`config.mk`:
```
export PLATFORM = sky130hd
export DESIGN_NAME = serial_sub_n
export DESIGN_NICKNAME = d
export VERILOG_FILES = /design/src/rtl/serial_sub_n.sv
export SDC_FILE = /design/constraint.sdc
export NUM_CORES = 1
export LEC_CHECK = 0
export CAP_MARGIN = 10
export CORE_MARGIN = 2
export CORE_UTILIZATION = 45
export DETAILED_ROUTE_END_ITERATION = 12
export PLACE_DENSITY_LB_ADDON = 0.3
export RECOVER_POWER = 25
export SETUP_SLACK_MARGIN = 0.05
export SLEW_MARGIN = 20
export SYNTH_ARGS = -nofsm -noshare
export SYNTH_HDL_FRONTEND = slang
export SYNTH_SLANG_ARGS = --single-unit
```
`constraint.sdc`:
```
create_clock -name clk -period 1.22 [get_ports clk]
set_input_delay 0.244 -clock clk [delete_from_list [all_inputs] [get_ports clk]]
set_output_delay 0.244 -clock clk [all_outputs]
set_load 0.005 [all_outputs]
```
`src/rtl/serial_sub_n.sv`:
```
// Bit-serial subtractor: one full-subtractor cell computes {BOUT,DIFF} = A - B - BIN,
// LSB first, one bit per clock, behind a start/busy/done handshake.
module serial_sub_n #(
  parameter int unsigned WIDTH = 4
) (
  input  logic             clk,
  input  logic             rst,
  input  logic             start,
  input  logic [WIDTH-1:0] A,
  input  logic [WIDTH-1:0] B,
  input  logic             BIN,
  output logic             busy,
  output logic             done,
  output logic [WIDTH-1:0] DIFF,
  output logic             BOUT
);

  localparam int unsigned CW = (WIDTH > 1) ? $clog2(WIDTH) : 1;

  localparam logic [1:0] S_IDLE  = 2'd0;
  localparam logic [1:0] S_SHIFT = 2'd1;
  localparam logic [1:0] S_DONE  = 2'd2;

  logic [1:0]       state_q, state_d;
  logic [WIDTH-1:0] a_q, a_d;
  logic [WIDTH-1:0] b_q, b_d;
  logic             br_q, br_d;
  logic [WIDTH-2:0] res_q, res_d;
  logic [CW-1:0]    cnt_q, cnt_d;
  logic             busy_q, busy_d;
  logic             done_q, done_d;
  logic [WIDTH-1:0] diff_q, diff_d;
  logic             bout_q, bout_d;

  logic d_bit;
  logic br_nxt;
  logic last_bit;

  always_comb begin
    d_bit    = a_q[0] ^ b_q[0] ^ br_q;
    br_nxt   = (~a_q[0] & b_q[0]) | (~(a_q[0] ^ b_q[0]) & br_q);
    last_bit = (cnt_q == CW'(WIDTH - 1));

    state_d = state_q;
    a_d     = a_q;
    b_d     = b_q;
    br_d    = br_q;
    res_d   = res_q;
    cnt_d   = cnt_q;
    busy_d  = busy_q;
    done_d  = 1'b0;
    diff_d  = diff_q;
    bout_d  = bout_q;

    case (state_q)
      S_IDLE: begin
        if (start) begin
          state_d = S_SHIFT;
          a_d     = A;
          b_d     = B;
          br_d    = BIN;
          cnt_d   = '0;
          busy_d  = 1'b1;
        end
      end
      S_SHIFT: begin
        // Only WIDTH-1 result bits are kept; the final bit goes straight into DIFF.
        res_d = (WIDTH-1)'({d_bit, res_q} >> 1);
        a_d   = a_q >> 1;
        b_d   = b_q >> 1;
        br_d  = br_nxt;
        cnt_d = cnt_q + CW'(1);
        if (last_bit) begin
          state_d = S_DONE;
          cnt_d   = '0;
          busy_d  = 1'b0;
          done_d  = 1'b1;
          diff_d  = {d_bit, res_q};
          bout_d  = br_nxt;
        end
      end
      S_DONE: begin
        state_d = S_IDLE;
      end
      default: begin
        state_d = S_IDLE;
        busy_d  = 1'b0;
      end
    endcase
  end

  always_ff @(posedge clk) begin
    if (rst) begin
      state_q <= S_IDLE;
      a_q     <= '0;
      b_q     <= '0;
      br_q    <= 1'b0;
      res_q   <= '0;
      cnt_q   <= '0;
      busy_q  <= 1'b0;
      done_q  <= 1'b0;
      diff_q  <= '0;
      bout_q  <= 1'b0;
    end else begin
      state_q <= state_d;
      a_q     <= a_d;
      b_q     <= b_d;
      br_q    <= br_d;
      res_q   <= res_d;
      cnt_q   <= cnt_d;
      busy_q  <= busy_d;
      done_q  <= done_d;
      diff_q  <= diff_d;
      bout_q  <= bout_d;
    end
  end

  assign busy = busy_q;
  assign done = done_q;
  assign DIFF = diff_q;
  assign BOUT = bout_q;

endmodule

```
; Yosys cells after proc, flatten, opt, wreduce, memory -nomap -nowiden
; Cells that the tools add are included.
[totals]
ff_bits = 23
wordCells = 48
inputBits = 12
[classes]
n_bitwise = 9
n_addsub = 1
n_eq_ne = 5
n_mux = 16
n_reduce_logical = 7
[op_table]
columns = operator, count
row1 = $pmux 4 s2, 2
row2 = $mux 2, 4
row3 = $mux 4, 2
row4 = $pmux 2 s2, 2
row5 = $reduce_and 2->1, 3
row6 = $eq 2x2->1 const B, 2
row7 = $mux 1, 4
row8 = $ne 2x2->1 const B, 2
row9 = $not 1->1, 4
row10 = $pmux 1 s3, 1
row11 = $reduce_and 3->1, 1
row12 = $add 2x1->2 const B, 1
row13 = $and 1x1->1, 2
row14 = $eq 2x1->1 const B, 1
row15 = $logic_not 2->1, 1
row16 = $pmux 1 s2, 1
row17 = $reduce_bool 2->1, 1
row18 = $reduce_or 2->1, 1
row19 = $xor 1x1->1, 2
row20 = $or 1x1->1, 1

; Longest topological paths before layout
[depth]
depth_word = 5
mapped_depth = 5

; Least setup slack after synthesis
; Ideal clock, no wire load.
[synth_timing]
path_type = register -> register
startpoint = register b_q[0]
endpoint = register br_q
synth_period_minus_slack_ns = 1.131
path_slack_ns = 0.089
path_buffers = 0
setup_ns = 0.086
t_arrival_ns = 1.045
path_stages_with_launch = 6
path_cell_list = dfxtp_1 -> inv_1 -> fa_1 -> inv_1 -> mux2i_1 -> a211oi_1
[synth_between]
elab_chain_len = 5
[synth_lines]
columns = element, line
row1 = "start, declared", 26  ; logic [WIDTH-1:0] b_q, b_d;
row2 = "start signal, assigned", 96  ; b_q <= '0;
row3 = "start signal, assigned", 107  ; b_q <= b_d;
row4 = $xor 1x1->1, 41  ; br_nxt = (~a_q[0] & b_q[0]) | (~(a_q[0] ^ b_q[0]) & br_q);
row5 = $not 1->1, 41
row6 = $and 1x1->1, 41
row7 = $or 1x1->1 *, 41
row8 = $pmux 1 s2 *, 55  ; case (state_q)
row9 = "end signal, assigned", 108  ; br_q <= br_d;
row10 = "end, declared", 27  ; logic br_q, br_d;
; Mark *: on every way between the ends. The rest lies on a longest branch, timed or not.
; A chain may end at the register's enable or synchronous reset.

; Worst setup path after layout
[layout_timing]
startpoint = register br_q
endpoint = register diff_q[3], in the netlist DIFF[3]
[layout_between]
elab_chain_len = 1
[layout_lines]
columns = element, line
row1 = $xor 1x1->1, 40  ; d_bit = a_q[0] ^ b_q[0] ^ br_q;
row2 = net d_bit, 35  ; logic d_bit;
row3 = "end signal, assigned", 113  ; diff_q <= diff_d;
row4 = "end, declared", 32  ; logic [WIDTH-1:0] diff_q, diff_d;
; The timed path passes the listed nets, and every way through them passes these cells.

==> run metrics <==
outcome finished clean; Final ANT Viol Nets 0; CTS root buf clkbuf_4; Slew Viols, Final 0; hold depth 2; Hold EP DIFF[2]; CP delay by family, top adder cells; initial antenna violation count 0; # clock sinks 23; die footprint ~2700 um^2; register clock-pin slew on the reported worst setup and hold paths about 0.13 ns; Initial Util about 47%; Hold WC Path Type flop to flop; Yosys reg bits 23; share of post-route cells with drive strength above 1 between 40% and 50%; number of global-route vias before repair between 800 and 900; Hold Crit Start DIFF[2]; ys flop type dfxtp_1; Antenna diodes 0; first-pass GRT wire length between 3000 and 4000 um; crit path DAT between 1 and 1.5 ns; asr flop ratio synth 0%; via density per instance 5.163; final hold vios 0; FILL cells 201; critical register-to-register path endpoint DIFF[3]; Core Footprint ~2200 um^2; Remaining DRCs 0; GPL Wtd Cong 0.6940; Rel. slew slack a little over 80%; CP bufs+invs 1; Routed WL about 2100 um; Max FO, Critical Path 2; period utilisation layout approximately 98%; grt ovf 0; R2R Setup Slk around 0.026 ns; Setup CP Type flop to flop; unrepaired setup endpoints after global routing true; H-tree levels 1; final cell count without fillers 160; R2R depth 4; GRT Overall Usage approximately a fifth; Synth area leader dfxtp_1; crit end category flop; worst vdd ir ~0.78 mV; register area share after synthesis between 40% and 50%; # IOs 19; Synth warnings 0; syn_area_per_cell 10.12 um^2; Critical Path Source Type flop; Post-synth EDFFs 0; Post-DP HPWL around 1500 um; Hold Buf Count CTS 0; Clock Skew 0.003535 ns; Layout Nets 147; final setup vio count 0; Rows 17; clk_lat worst skew 0.31 ns; CP Cell Sequence inv_2 -> fa_2 -> nand3_2 -> a21oi_2; Syn Inst Count approximately 100; Post-Syn Area between 1000 and 1500 um^2; Mapped Nets 115; P per Cell Area between 1000 and 1500 nW/um^2; post-synth top area share a little under half; FMAX between 800 and 900 MHz; Pwr Total 1.489 mW; Die Width 51.66 um; post-layout min period around 1.2 ns; worst slew pin tran ~0.28 ns; slowest CP cell fa_2; area after detailed placement 1260 um^2; Max stage delay on crit path roughly 0.55 ns; placed insts between 100 and 150; synth unique cells 31; CTS Buf Count 3; worst r2r src br_q; DIE HEIGHT roughly 52 um; CTS tree built; Pleak 0.5440 nW; Area Growth Syn to Fin 37.33%; most area-consuming cells after synthesis dfxtp_1 (45%), mux2i_1 (8.8%), a211oi_2 (6.1%); fin area 1404 um^2; pin count of the biggest net entering global routing 14; PortBufs 18; WL/cell about 13 um; clk buf depth 2; Critical Path RT approximately 1.5 ns; total number of vias between 800 and 900; Pre-antenna DRT Iters 4; DRT iter0 DRCs 11; max_cap viols 0
==> final cells by class <==
| type | instances | area (um^2) | area share [%] |
|---|---|---|---|
| multi-input cells | 67 | 519.2 | 36.99 |
| flip-flops and latches | 23 | 479.2 | 34.14 |
| clock buffers | 3 | 22.52 | 1.604 |
| clock inverters | 1 | 5.005 | 0.3565 |
| inverters | 4 | 15.01 | 1.070 |
| well taps | 28 | 35.03 | 2.496 |
| repair buffers | 34 | 327.8 | 23.35 |
==> where the power goes <==
part | internal, mW | leakage, nW | switching (mW)
clock | 0.122 | 0.0177 | 0.226
sequential | 0.797 | 0.194 | 0.0325
combinational | 0.177 | 0.332 | 0.135
total | 1.10 | 0.544 | 0.393
==> layout by cell type, fill, tap and decap left out, types with 2 or more instances in the layout <==
master / netlist / routed
buf_12: 1 / 2
a22oi_1: 4 / 4
mux2i_1: 9 / 9
nor2_2: 3 / 3
nor2_1: 15 / 15
a21oi_1: 6 / 5
nand2_1: 4 / 4
nor3b_1: 2 / 2
a211oi_2: 5 / 6
dfxtp_1: 23 / 10
a21oi_2: 1 / 2
inv_2: 0 / 2
inv_1: 4 / 2
dfxtp_2: 0 / 12
nand3_1: 4 / 3
clkdlybuf4s50_1: 0 / 11
buf_4: 1 / 13
clkbuf_4: 0 / 3
clkdlybuf4s15_1: 0 / 6
==> kinds of logic (layout without fill, tap and decap cells) <==
group | count (synthesis) | after routing | synth area share [%]
and+or+nand+nor | 36 | 36 | 18.73
DFF | 23 | 23 | 45.04
AOI/OAI and AO/OA | 20 | 20 | 16.65
buffers and inverters | 11 | 42 | 7.588
muxes | 9 | 9 | 8.813
adders and majority gates | 2 | 2 | 3.182
==> metal layers <==
metal | vias to the layer above | track usage, % | routed length, um
met3 | 2 | 3.448 | 90
met5 | - | 0 | 0
met2 | 15 | 31.84 | 1073
met4 | 0 | 6.579 | 9
li1 | 413 | - | -
met1 | 396 | 23.33 | 933
==> registers in the layout, summed over array words and instances (netlist names) <==
| signal | count |
|---|---|
| br_q | 1 |
| busy | 1 |
| b_q | 4 |
| BOUT | 1 |
| DIFF | 4 |
| cnt_q | 2 |
| state_q | 2 |
| res_q | 3 |
| done | 1 |
| a_q | 4 |
==> repair_timing <==
| item | CTS | global route |
|---|---|---|
| endpoints found under the setup margin | 19 | 18 |
| resized for setup | 22 | 15 |
| pin swaps | 2 | 1 |
| setup buffers | 6 | 2 |
| gates cloned | 0 | 0 |
==> synthesized netlist by cell type, types with 2 or more instances <==
cell,instances
a21oi_1,6
clkbuf_1,2
mux2i_1,9
buf_6,2
a211oi_2,5
nand3_1,4
inv_1,4
a22oi_1,4
nor3b_1,2
nand2_1,4
nor2_2,3
nor2_1,15
dfxtp_1,23
==> worst max-delay path by stage <==
stage / startpoint / to / slack (ns) / cells after the start
3_5_place_dp: start / br_q / -0.29 / 4
3_3_place_gp: start / br_q / -0.16 / 4
4_1_cts: br_q / br_q / 0.01 / 5
6_report: br_q / DIFF[3] / 0.03 / 4
2_1_floorplan: b_q[0] / br_q / 0.09 / 5
5_1_grt: br_q / DIFF[3] / -0.02 / 4
==> tightest hold or removal path: stages (launching register included) <==
cell     delay (ns)
dfxtp_2        0.34
nand2_1        0.05
a21oi_1        0.05
==> through the flow <==
step | worst slack [ns] | hold slack [ns] | TNS (ns) | utilization (%)
final | 0.02573 | 0.4622 | 0 | 64.71
after global placement | -0.1636 | 0.4432 | -1.459 | 58.07
after CTS | 0.01349 | 0.4616 | 0 | 62.11
after global routing | -0.02239 | 0.4786 | -0.02239 | 64.71
after detailed placement | -0.2853 | 0.4473 | -2.054 | 58.07
after floorplan | 0.08915 | 0.3137 | 0 | -
Note: power is estimated with default switching activity, not from simulation.
